$ cat config.mk
export PLATFORM = sky130hd
export DESIGN_NAME = vend_ctrl
export DESIGN_NICKNAME = d
export VERILOG_FILES = /design/src/rtl/vend_pkg.sv /design/src/rtl/vend_ctrl_coin_detect.sv /design/src/rtl/vend_ctrl.sv
export SDC_FILE = /design/constraint.sdc
export NUM_CORES = 1
export LEC_CHECK = 0
export ABC_CLOCK_PERIOD_IN_PS = 4580
export CORE_MARGIN = 2
export CORE_UTILIZATION = 30
export DETAILED_ROUTE_END_ITERATION = 10
export PLACE_DENSITY_LB_ADDON = 0.15
export SETUP_SLACK_MARGIN = 0.2
export SLEW_MARGIN = 10
export SYNTH_ARGS = -nofsm -noshare
export SYNTH_HDL_FRONTEND = slang
export SYNTH_SLANG_ARGS = --single-unit
$ cat constraint.sdc
create_clock -name clk -period 4.58 [get_ports clk]
set_clock_uncertainty 0.2 [all_clocks]
set_input_delay 0.916 -clock clk [delete_from_list [all_inputs] [get_ports clk]]
set_output_delay 0.916 -clock clk [all_outputs]
set_load 0.05 [all_outputs]
$ cat src/rtl/vend_pkg.sv
// vend_pkg: shared definitions for the vending controller.
//   - state_e   : controller state encoding
//   - COIN_50 / COIN_100 : coin values in 50-bani units
//   - CREDIT_W  : width of the credit register
package vend_pkg;

  localparam int unsigned CREDIT_W = 4;

  localparam logic [1:0] COIN_50  = 2'd1;
  localparam logic [1:0] COIN_100 = 2'd2;

  typedef enum logic [1:0] {
    ST_IDLE,
    ST_CREDIT,
    ST_VEND,
    ST_CHANGE
  } state_e;

endpackage

$ cat src/rtl/vend_ctrl_coin_detect.sv
// coin_detect: rising-edge detector and value decoder for the two coin sensors.
// Ports:
//   clk        in  clock
//   i_load50   in  50-bani sensor level
//   i_load100  in  100-bani sensor level
//   o_coin_vld out coin event this cycle (combinational)
//   o_coin_val out coin value in 50-bani units (1, 2 or 3 when both edge together)
module coin_detect
  import vend_pkg::*;
(
  input  logic       clk,
  input  logic       i_load50,
  input  logic       i_load100,
  output logic       o_coin_vld,
  output logic [1:0] o_coin_val
);

  logic r_prev50;
  logic r_prev100;
  logic w_edge50;
  logic w_edge100;

  // Sampled every cycle, including under reset, so the registers hold the
  // live sensor levels when reset releases and a held coin is not re-counted.
  always_ff @(posedge clk) begin
    r_prev50  <= i_load50;
    r_prev100 <= i_load100;
  end

  assign w_edge50   = i_load50  & ~r_prev50;
  assign w_edge100  = i_load100 & ~r_prev100;
  assign o_coin_vld = w_edge50 | w_edge100;
  assign o_coin_val = (w_edge50 ? COIN_50 : 2'd0) | (w_edge100 ? COIN_100 : 2'd0);

endmodule

$ cat src/rtl/vend_ctrl.sv
// vend_ctrl: two-product vending controller with coin credit and change return.
// Parameters: PRICE_A, PRICE_B, MAX_CREDIT (all in 50-bani units).
// Ports:
//   clk, rst (sync, active high)
//   load50bani, load1leu : coin sensor levels
//   sel_vld, sel_prod    : product select strobe / product (0 = A, 1 = B)
//   disp_ack, chg_ack    : dispenser done / one change coin returned
//   cancel               : refund request (only with VEND_CANCEL_EN defined)
//   credit               : current credit
//   disp_req, prod_id    : dispense request and product being dispensed
//   chg_req              : change-coin request
//   coin_reject, sel_deny: one-cycle pulses
// Build option: define VEND_CANCEL_EN to enable the cancel/refund path.
module vend_ctrl
  import vend_pkg::*;
#(
  parameter int unsigned PRICE_A    = 5,
  parameter int unsigned PRICE_B    = 6,
  parameter int unsigned MAX_CREDIT = 8
) (
  input  logic                clk,
  input  logic                rst,
  input  logic                load50bani,
  input  logic                load1leu,
  input  logic                sel_vld,
  input  logic                sel_prod,
  input  logic                disp_ack,
  input  logic                chg_ack,
  input  logic                cancel,
  output logic [CREDIT_W-1:0] credit,
  output logic                disp_req,
  output logic                prod_id,
  output logic                chg_req,
  output logic                coin_reject,
  output logic                sel_deny
);

  state_e              r_state;
  logic [CREDIT_W-1:0] r_credit;
  logic                r_disp_req;
  logic                r_prod_id;
  logic                r_chg_req;
  logic                r_coin_reject;
  logic                r_sel_deny;

  logic                w_coin_vld;
  logic [1:0]          w_coin_val;
  logic [CREDIT_W:0]   w_sum;
  logic                w_coin_ok;
  logic [CREDIT_W-1:0] w_price;
  logic                w_cancel;

  coin_detect u_coin (
    .clk       (clk),
    .i_load50  (load50bani),
    .i_load100 (load1leu),
    .o_coin_vld(w_coin_vld),
    .o_coin_val(w_coin_val)
  );

`ifdef VEND_CANCEL_EN
  assign w_cancel = cancel;
`else
  logic w_cancel_unused;
  assign w_cancel_unused = cancel;
  assign w_cancel        = 1'b0;
`endif

  assign w_sum     = {1'b0, r_credit} + {{(CREDIT_W-1){1'b0}}, w_coin_val};
  assign w_coin_ok = (w_sum <= (CREDIT_W+1)'(MAX_CREDIT));
  assign w_price   = sel_prod ? CREDIT_W'(PRICE_B) : CREDIT_W'(PRICE_A);

  always_ff @(posedge clk) begin
    if (rst) begin
      r_state       <= ST_IDLE;
      r_credit      <= '0;
      r_disp_req    <= 1'b0;
      r_prod_id     <= 1'b0;
      r_chg_req     <= 1'b0;
      r_coin_reject <= 1'b0;
      r_sel_deny    <= 1'b0;
    end else begin
      r_coin_reject <= 1'b0;
      r_sel_deny    <= 1'b0;
      unique case (r_state)
        ST_IDLE, ST_CREDIT: begin
          // Priority: selection, then cancel, then coin. A coin arriving with
          // a selection or cancel is always rejected.
          if (sel_vld) begin
            r_coin_reject <= w_coin_vld;
            if (r_credit >= w_price) begin
              r_credit   <= r_credit - w_price;
              r_prod_id  <= sel_prod;
              r_disp_req <= 1'b1;
              r_state    <= ST_VEND;
            end else begin
              r_sel_deny <= 1'b1;
            end
          end else if (w_cancel && (r_state == ST_CREDIT)) begin
            r_coin_reject <= w_coin_vld;
            r_chg_req     <= 1'b1;
            r_state       <= ST_CHANGE;
          end else if (w_coin_vld) begin
            if (w_coin_ok) begin
              r_credit <= w_sum[CREDIT_W-1:0];
              r_state  <= ST_CREDIT;
            end else begin
              r_coin_reject <= 1'b1;
            end
          end
        end
        ST_VEND: begin
          r_coin_reject <= w_coin_vld;
          if (disp_ack) begin
            r_disp_req <= 1'b0;
            if (r_credit != '0) begin
              r_chg_req <= 1'b1;
              r_state   <= ST_CHANGE;
            end else begin
              r_state <= ST_IDLE;
            end
          end
        end
        ST_CHANGE: begin
          r_coin_reject <= w_coin_vld;
          if (chg_ack) begin
            r_credit <= r_credit - CREDIT_W'(1);
            // Last coin: drop the request together with credit reaching zero.
            if (r_credit == CREDIT_W'(1)) begin
              r_chg_req <= 1'b0;
              r_state   <= ST_IDLE;
            end
          end
        end
        default: r_state <= ST_IDLE;
      endcase
    end
  end

  assign credit      = r_credit;
  assign disp_req    = r_disp_req;
  assign prod_id     = r_prod_id;
  assign chg_req     = r_chg_req;
  assign coin_reject = r_coin_reject;
  assign sel_deny    = r_sel_deny;

endmodule

# After elaboration in Yosys (flattened, before gate mapping)
# Index checks and enable logic that the tools add are counted.
dict set report word_totals {
  ff_bits 13
  output_inout_bits 9
  wordCells 79
}
dict set report op_classes {
  add_sub_neg 3
  magnitude_cmp 2
  eq_ne 13
  mux 32
  bitwise 8
  n_reduce_logical 12
}
# cell n
set op_table {}
lappend op_table {{$mux 2} 10}
lappend op_table {{$mux 4} 5}
lappend op_table {{$mux 1} 12}
lappend op_table {{$ne 2x2->1 const B} 6}
lappend op_table {{$reduce_and 5->1} 2}
lappend op_table {{$ne 3x3->1 const B} 3}
lappend op_table {{$pmux 4 s2} 1}
lappend op_table {{$pmux 1 s2} 3}
lappend op_table {{$pmux 2 s3} 1}
lappend op_table {{$reduce_and 6->1} 1}
lappend op_table {{$add 4x2->5} 1}
lappend op_table {{$le 5x4->1 const B} 1}
lappend op_table {{$eq 2x2->1 const B} 2}
lappend op_table {{$eq 4x1->1 const B} 1}
lappend op_table {{$ge 4x3->1} 1}
lappend op_table {{$not 1->1} 4}
lappend op_table {{$reduce_and 4->1} 1}
lappend op_table {{$reduce_bool 2->1} 2}
lappend op_table {{$reduce_bool 4->1} 1}
lappend op_table {{$reduce_or 2->1} 2}
lappend op_table {{$sub 4x1->4 const B} 1}
lappend op_table {{$sub 4x3->4} 1}
lappend op_table {{$reduce_and 3->1} 1}
lappend op_table {{$reduce_or 3->1} 1}
lappend op_table {{other kinds (5)} 6}

# Longest topological paths before layout
# Gate-level depths: netlist of the first run.
dict set report depth {
  depth_word 10
  mapped_depth 9
  mapped_depth_nobuf 9
}

# Modules after synthesis
# From an unflattened synthesis of the first run, not the netlist that was laid out.
dict set report unflattened {
  hier_cells 114
  area_unflattened_um2 974.7
}
# mod instances cells_per_inst area_each_um2 seq_area_each_um2
set modules_own_cells {}
lappend modules_own_cells {vend_ctrl 1 107 900.9 220.2}
lappend modules_own_cells {coin_detect 1 7 73.8 40.0}

# Worst setup path after synthesis of the first run
# No wires, ideal clock.
dict set report synth_path {
  kind {input -> register}
  startpoint {input port load50bani}
  endpoint {register r_state[0]}
  setup_time_ps 133
  t_arrival_ps 2830
  setup_slack_ps 1417
  stages 9
  cell_sequence {nor2b_1 -> ha_1 -> inv_1 -> fa_1 -> nand3_1 -> mux2i_4 -> or4_2 -> a21oi_1 -> a311oi_1}
}
dict set report synth_between {
  elab_chain_len 7
  elab_cells_between_ends 9
}
# element line
set synth_rtl {}
lappend synth_rtl {{start, declared} vend_ctrl.sv:23} ;# input logic load50bani,
lappend synth_rtl {{$and 1x1->1 (*)} vend_ctrl_coin_detect.sv:30} ;# assign w_edge50 = i_load50 & ~r_prev50;
lappend synth_rtl {{$mux 1} vend_ctrl_coin_detect.sv:33} ;# assign o_coin_val = (w_edge50 ? COIN_50 : 2'd0) | (w_edge100 ? COIN_100 : 2'd0);
lappend synth_rtl {{$or 2x2->2} vend_ctrl_coin_detect.sv:33}
lappend synth_rtl {{$add 4x2->5} vend_ctrl.sv:69} ;# assign w_sum = {1'b0, r_credit} + {{(CREDIT_W-1){1'b0}}, w_coin_val};
lappend synth_rtl {{$le 5x4->1} vend_ctrl.sv:70} ;# assign w_coin_ok = (w_sum <= (CREDIT_W+1)'(MAX_CREDIT));
lappend synth_rtl {{$ne 3x3->1 (no source line)} --}
lappend synth_rtl {{$reduce_and 6->1 (no source line) (*)} --}
lappend synth_rtl {{end signal, assigned} vend_ctrl.sv:75} ;# r_state <= ST_IDLE;
lappend synth_rtl {{end signal, assigned} vend_ctrl.sv:95} ;# r_state <= ST_VEND;
lappend synth_rtl {{end signal, assigned} vend_ctrl.sv:102} ;# r_state <= ST_CHANGE;
lappend synth_rtl {{end, declared} vend_ctrl.sv:38} ;# state_e r_state;
# Every way passes the cells marked *; elsewhere a longest branch is shown, timed or not.
# A chain may end at the register's enable or synchronous reset.

# Final worst setup path of the first run
dict set report layout_path {
  startpoint {input port load50bani}
  endpoint {register r_credit[3], in the netlist credit[3]}
}
dict set report layout_between {
  elab_chain_len 8
  elab_cells_between_ends 13
}
# element line
set layout_rtl {}
lappend layout_rtl {{$and 1x1->1 (*)} vend_ctrl_coin_detect.sv:30}
lappend layout_rtl {{parallel branches: the longest is 7 deep, another holds $add 4x2->5} --}
lappend layout_rtl {{end signal, assigned} vend_ctrl.sv:92} ;# r_credit <= r_credit - w_price;
lappend layout_rtl {{end signal, assigned} vend_ctrl.sv:105} ;# r_credit <= w_sum[CREDIT_W-1:0];
lappend layout_rtl {{end signal, assigned} vend_ctrl.sv:127} ;# r_credit <= r_credit - CREDIT_W'(1);
lappend layout_rtl {{end, declared} vend_ctrl.sv:39} ;# logic [CREDIT_W-1:0] r_credit;
# Mark *: on every way between the ends. The select of a mux whose other input is x is not followed.

==> metrics, run 1 <==
run status=finished clean; initial core utilization=31.9%; Longest Clk Path Bufs=2; total I/O pin count=18; detail-routed via count per cell=5.26; Required @ worst endpoint=4.59 ns; highest attainable clock frequency=0.279 GHz; Core Region=2780 sq um; Area growth syn-to-layout=22.3%; routing usage on met2=20.7%; transition time at the pin with the least slew margin=0.642 ns; number of nets in the layout=135; GRT met1 Usage=17.5%; period utilization=78.4%; via count=779; Detailed Route Iter0 Violations=16; pin count of the biggest net entering global routing=13; die area=3410 sq um; count of final hold-check violations=0; Fin Hold WS=0.306 ns; number of buffers inserted to repair setup after CTS=0; PD cells=317 nW/um^2; total of max-cap violations=0; number of global-route vias before repair=718; commonest cells after routing, fill and taps aside=clkdlybuf4s50_1 (16), dfxtp_1 (13), a21oi_1 (10), nor2_1 (10), inv_1 (7); FF+latch area=260 sq um; final routed wire length divided by cell count=13.8 um; #FFs+latches synth=13; critical path startpoint category=input port; Fillers=298; Multi-input gate area=573 sq um; fraction of layout instances using a drive strength above 1=8.55%; combinational family with the most area after synthesis=compound AO/OA/AOI/OAI gates; startpoint-to-endpoint class of the critical path=input port to flop; Syn Nets=118; number of antenna violations at the first check in global routing=0; final weighted congestion of routability-driven global placement=0.767; Die H=58.4 um; global-route total usage across every layer=13.4%; part of the Yosys area used for sequential elements=29.3%; number of placement rows=19; clock root buffer=clkbuf_4; Compound-Gate Fraction of Synth Area=24.5%; first drt pass iteration count=4; x dimension of the die=58.4 um; worst relative slew slack=56.9%; XOR/XNOR Fraction of Synth Area=0%; Distinct cells, synth=41; number of buffers created by CTS=3; proportion of synthesized area in mux cells=3.67%; class of the tightest hold or removal check=flop to flop; CTS-repair resized insts=0; most common cell after layout, fill and taps aside=clkdlybuf4s50_1; simple-gate portion of the synthesized area=23.4%; total congestion overflow=0; Syn Area/Cell=8.78 sq um; nature of the critical path endpoint=flop; unrepaired setup endpoints after global routing=no; Post-Synth Adder-Cell Area=13.0%; final setup TNS=0 ns; leakage component of the power=0.396 nW; CTS tree=done; VDD IR max=0.189 mV; gate count of the mapped netlist=101; Residual DRC=0; Syn Std Cell Area=887 sq um; DP Wirelength=1580 um; Clk Latency, worst-skew pair=0.28 ns; global-route wire length before repair=3430 um; met3 routing resource usage after global routing=3.08%; number of nets with antenna violations after routing=0; aggregate routed wire length=2040 um; most utilized layer in the global route result=met2; clock period minus worst slack=3.59 ns; Buffers on Ports=16; number of buffers inserted by hold repair at cts=0; signal arrival time at the worst endpoint=3.60 ns; sinks on the clock net=13; Antenna diodes=0; clock slew seen by the registers of the worst setup and hold paths=0.08 ns; total count of max-transition violations in the final report=0; level count of the clock H-tree=1; number of setup violations in the final report=0; biggest fanout along the worst timing path=8; yosys synthesis warning count=0
[routing by layer]
layer | share of wire (%) | vias to the layer above
li1 | - | 404
met1 | 48 | 356
met2 | 46 | 15
met3 | 4.4 | 4
met4 | 1.6 | 0
met5 | 0 | -
[path summary, 6_finish.rpt]
kind                     to  cells past startpoint       startpoint  slack [ns]
setup / recovery  credit[3]                     10       load50bani        0.99
hold / removal      prod_id                      2          prod_id        0.31
setup reg to reg  credit[3]                      9  u_coin.r_prev50        1.81
hold reg to reg     prod_id                      2          prod_id        0.31
[kinds of logic after synthesis]
family          after synthesis
flops                        13
mux                           2
fa+ha+maj                     8
simple gates                 35
compound gates               32
buf+inv                      11
[sequential cells by signal (all words and copies together) (netlist names)]
register and flops:
credit 4, r_state 2, chg_req 1, coin_reject 1
disp_req 1, prod_id 1, sel_deny 1, u_coin.r_prev100 1
u_coin.r_prev50 1
[synth_stat cells]
library cell	count	area [sq um]
a2bb2oi_1	1	8.76
a21o_1	1	7.51
a41oi_1	1	8.76
ha_1	6	75.1
o31ai_1	3	22.5
a21oi_1	10	50.1
mux2i_4	1	22.5
o22ai_1	1	6.26
or4_1	2	15.0
a311oi_1	1	8.76
nor3_1	2	10.0
and2b_1	1	7.51
or2_2	1	6.26
nand2b_1	1	6.26
nand3_1	1	5.00
a21o_2	2	17.5
o21ai_0	4	20.0
buf_2	1	5.00
fa_1	2	40.0
a2111o_1	2	22.5
a211oi_1	2	15.0
nor4_2	1	12.5
nand4_1	1	6.26
nor2_1	10	37.5
dfxtp_1	13	260
or4_2	1	8.76
a32oi_1	1	8.76
nor4b_4	1	23.8
buf_6	1	11.3
nand2_1	6	22.5
nand3b_1	1	7.51
clkbuf_1	1	3.75
a31oi_1	1	6.26
nor3b_1	1	7.51
and2_1	1	6.26
buf_4	1	7.51
nor2b_1	3	18.8
inv_1	7	26.3
nor4_1	1	6.26
o211ai_1	2	15.0
mux2i_1	1	10.0
[critical path, stage by stage]
cell	delay (ns)
clkdlybuf4s50_1	0.46
nor2b_1	0.24
ha_1	0.23
inv_1	0.06
fa_1	0.53
nand3b_1	0.09
a21oi_1	0.29
nor4_2	0.14
or4_1	0.52
a21oi_1	0.14
[layout make-up]
type | count | share of cell area, %
Clock buffer | 4 | 2.42
Inverter | 7 | 2.42
Multi-Input combinational cell | 77 | 52.8
Sequential cell | 13 | 24.0
Tap cell | 31 | 3.58
Timing Repair Buffer | 16 | 14.8
[metrics by stage]
stage	power (mW)	worst slack (ns)	std cells	area [sq um]	util, %
floorplan	0.237	1.42	101	887	-
global placement	0.273	0.721	144	1060	38.1
detailed placement	0.273	0.712	144	1060	38.1
CTS	0.349	0.994	148	1080	39.0
global route	0.367	0.751	148	1080	39.0
finish	0.344	0.990	148	1080	39.0
[power by group]
part / internal (mW) / switching [mW] / total [mW] / leakage (nW)
combinational: 0.0549 / 0.0776 / 0.133 / 0.274
clock: 0.0338 / 0.0391 / 0.0729 / 0.0150
sequential: 0.123 / 0.0149 / 0.138 / 0.107
total: 0.212 / 0.132 / 0.344 / 0.396
(Power assumes the default switching activity.)
==> inputs of run 2 (changes only) <==
--- a/config.mk
+++ b/config.mk
@@ -5,7 +5,7 @@
 export SDC_FILE = /design/constraint.sdc
 export NUM_CORES = 1
 export LEC_CHECK = 0
-export ABC_CLOCK_PERIOD_IN_PS = 4580
+export ABC_CLOCK_PERIOD_IN_PS = 3200
 export CORE_MARGIN = 2
 export CORE_UTILIZATION = 30
 export DETAILED_ROUTE_END_ITERATION = 10
==> constraint.sdc (replaced) <==
create_clock -name clk -period 3.2 [get_ports clk]
set_clock_uncertainty 0.2 [all_clocks]
set_input_delay 0.64 -clock clk [delete_from_list [all_inputs] [get_ports clk]]
set_output_delay 0.64 -clock clk [all_outputs]
set_load 0.05 [all_outputs]
==> run 2 against run 1 <==
Worst setup slack got worse by 0.69 ns; die area did not move; non-clock buffer count rose by 12; register-to-register slack got worse by 1.2 ns; cell count rose by 8.1%.
==> metrics, run 2 (synthesized netlist as in run 1, its figures left out) <==
run status=finished clean (unchanged); clock root buffer=clkbuf_4 (unchanged); flip-flop count of the largest register after layout=4 (unchanged); number of nets with antenna violations after routing=0 (unchanged); aggregate routed wire length=2220 um (was 2040 um); cell with the biggest individual delay on the critical path=fa_2 (was fa_1); sinks on the clock net=13 (unchanged); worst relative slew slack=66.2% (was 56.9%); final routed wire length divided by cell count=13.9 um (was 13.8 um); Core Region=2780 sq um (unchanged); final design instance area without fill=1220 sq um (was 1080 sq um); Required @ worst endpoint=3.21 ns (was 4.59 ns); biggest fanout along the worst timing path=3 (was 8); origin of the worst min-delay path=chg_req (was prod_id); critical path startpoint category=input port (unchanged); clock period minus worst slack=2.90 ns; unrepaired setup endpoints after global routing=no (unchanged); final setup margin=0.298 ns (was 0.990 ns); via count=839 (was 779); hold path depth=2 (unchanged); pin count of the biggest net entering global routing=12 (was 13); VDD IR max=0.314 mV (was 0.189 mV); class of the tightest hold or removal check=flop to flop (unchanged); DP Wirelength=1640 um (was 1580 um); commonest cells after routing, fill and taps aside=clkdlybuf4s50_1 (15), dfxtp_1 (13), buf_4 (12) (was clkdlybuf4s50_1 (16), dfxtp_1 (13), a21oi_1 (10), nor2_1 (10), inv_1 (7)); final weighted congestion of routability-driven global placement=0.830 (was 0.767); number of setup violations in the final report=0 (unchanged); total of max-cap violations=0 (unchanged); first drt pass iteration count=4 (unchanged); dpl ws=-0.334 ns (was 0.712 ns); PD cells=426 nW/um^2 (was 317 nW/um^2); leakage component of the power=0.463 nW (was 0.396 nW); depth of the worst register-to-register path=6 (was 9); total I/O pin count=18 (unchanged); CTS tree=done (unchanged); global-route total usage across every layer=14.8% (was 13.4%); RR Startpoint=credit[1] (was u_coin.r_prev50); combined buffer and inverter count along the critical path=2 (unchanged); initial core utilization=31.9% (unchanged); transition time at the pin with the least slew margin=0.505 ns (was 0.642 ns); number of cells in the design after placement=153 (was 144); most common cell after layout, fill and taps aside=clkdlybuf4s50_1 (unchanged); number of antenna violations at the first check in global routing=0 (unchanged); period utilization=90.7%; endpoint of the worst hold-timing path=chg_req (was prod_id); number of buffers created by CTS=3 (unchanged); setup slack on the worst flop-to-flop path=0.59 ns (was 1.81 ns); global-route wire length before repair=3860 um (was 3430 um); Finished Layout Cells=160 (was 148); Detailed Route Iter0 Violations=15 (was 16); Buffers on Ports=16 (unchanged); post-layout total power=0.518 mW (was 0.344 mW); number of placement rows=19 (unchanged); Longest Clk Path Bufs=2 (unchanged); startpoint-to-endpoint class of the critical path=input port to flop (unchanged); level count of the clock H-tree=1 (unchanged); Antenna diodes=0 (unchanged); Die H=58.4 um (unchanged); total count of max-transition violations in the final report=0 (unchanged); Clk Latency, worst-skew pair=0.28 ns (about the same); detail-routed via count per cell=5.24 (was 5.26); nature of the critical path endpoint=flop (unchanged); count of final hold-check violations=0 (unchanged); highest attainable clock frequency=0.345 GHz; Area growth syn-to-layout=37.2% (was 22.3%); total congestion overflow=0 (unchanged); number of nets in the layout=147 (was 135); clock slew seen by the registers of the worst setup and hold paths=0.08 ns (about the same); stage delay of the slowest cell on the critical path=0.56 ns (was 0.53 ns); number of global-route vias before repair=835 (was 718); signal arrival time at the worst endpoint=2.91 ns (was 3.60 ns); Residual DRC=0 (unchanged); destination of the worst register-to-register timing path=credit[2] (was credit[3]); post-detailed-placement cell area=1130 sq um (was 1060 sq um); family of cells with the greatest summed delay on the critical path=simple AND/OR/NAND/NOR gates (unchanged); number of buffers inserted by hold repair at cts=0 (unchanged); sequence of cells on the critical path=clkdlybuf4s50_1 > and2b_2 > inv_1 > fa_2 > nor4b_4 > nor4_4 > or4_1 > a21oi_1 (was clkdlybuf4s50_1 > nor2b_1 > ha_1 > inv_1 > fa_1 > nand3b_1 > a21oi_1 > nor4_2 > or4_1 > a21oi_1); die area=3410 sq um (unchanged); x dimension of the die=58.4 um (unchanged); fraction of layout instances using a drive strength above 1=21.7% (was 8.55%); Fillers=277 (was 298)
-- run 2: area by class of cell --
class | instances | area [sq um] | area share (%)
clock buffer | 4 | 26.3 | 2.16
inverter | 7 | 26.3 | 2.16
multi-input combinational | 77 | 617 | 50.7
sequential | 13 | 260 | 21.4
tap | 31 | 38.8 | 3.19
timing repair buffer | 28 | 249 | 20.5
-- run 2: through the flow --
| stage | setup TNS [ns] | util [%] | hold WS, ns |
|---|---|---|---|
| floorplan | 0 | - | 0.313 |
| global placement | -1.46 | 40.5 | 0.277 |
| detailed placement | -1.58 | 40.5 | 0.281 |
| CTS | 0 | 43.6 | 0.306 |
| global route | 0 | 43.8 | 0.346 |
| finish | 0 | 43.8 | 0.304 |
-- run 2: metal layers --
| layer | share of wire (%) | up-vias | routed length (um) | track usage [%] |
|---|---|---|---|---|
| li1 | - | 431 | - | - |
| met1 | 47 | 385 | 1030 | 19.0 |
| met2 | 47 | 21 | 1050 | 24.4 |
| met3 | 5.5 | 2 | 121 | 4.62 |
| met4 | 0.41 | 0 | 9 | 2.99 |
| met5 | 0 | - | 0 | 0 |
-- run 2: how the worst max path moves through the flow --
stage / startpoint / to / slack, ns / cells past startpoint
2_1_floorplan: load50bani / r_state[0] / 0.31 / 9
3_3_place_gp: load50bani / r_state[0] / -0.31 / 10
3_5_place_dp: load50bani / r_state[0] / -0.33 / 10
4_1_cts: load1leu / r_state[0] / 0.17 / 9
5_1_grt: sel_prod / credit[0] / 0.20 / 11
6_report: load1leu / credit[2] / 0.30 / 8
-- run 2: power by group --
part	leakage, nW	switching, mW	internal [mW]
registers	0.107	0.0236	0.177
logic	0.341	0.119	0.0963
clock network	0.0150	0.0542	0.0483
-- run 2: tightest hold or removal path, stage by stage (launching register included) --
cell	delay [ns]
dfxtp_1	0.33
a32oi_1	0.06
nor2_1	0.08
-- run 2: timing repair --
item                                    in CTS  in global routing
gates resized for setup                      9                  2
pin swaps                                    8                  0
endpoints found under the setup margin       5                  2
buffers inserted                             3                  0
==> inputs of run 3 (changes only) <==
--- a/config.mk
+++ b/config.mk
@@ -11,6 +11,7 @@
 export DETAILED_ROUTE_END_ITERATION = 10
 export PLACE_DENSITY_LB_ADDON = 0.15
 export SETUP_SLACK_MARGIN = 0.2
+export SKIP_LAST_GASP = 1
 export SLEW_MARGIN = 10
 export SYNTH_ARGS = -nofsm -noshare
 export SYNTH_HDL_FRONTEND = slang
==> results of run 3 <==
The final DEF is identical to that of run 2; final timing and power are the same.
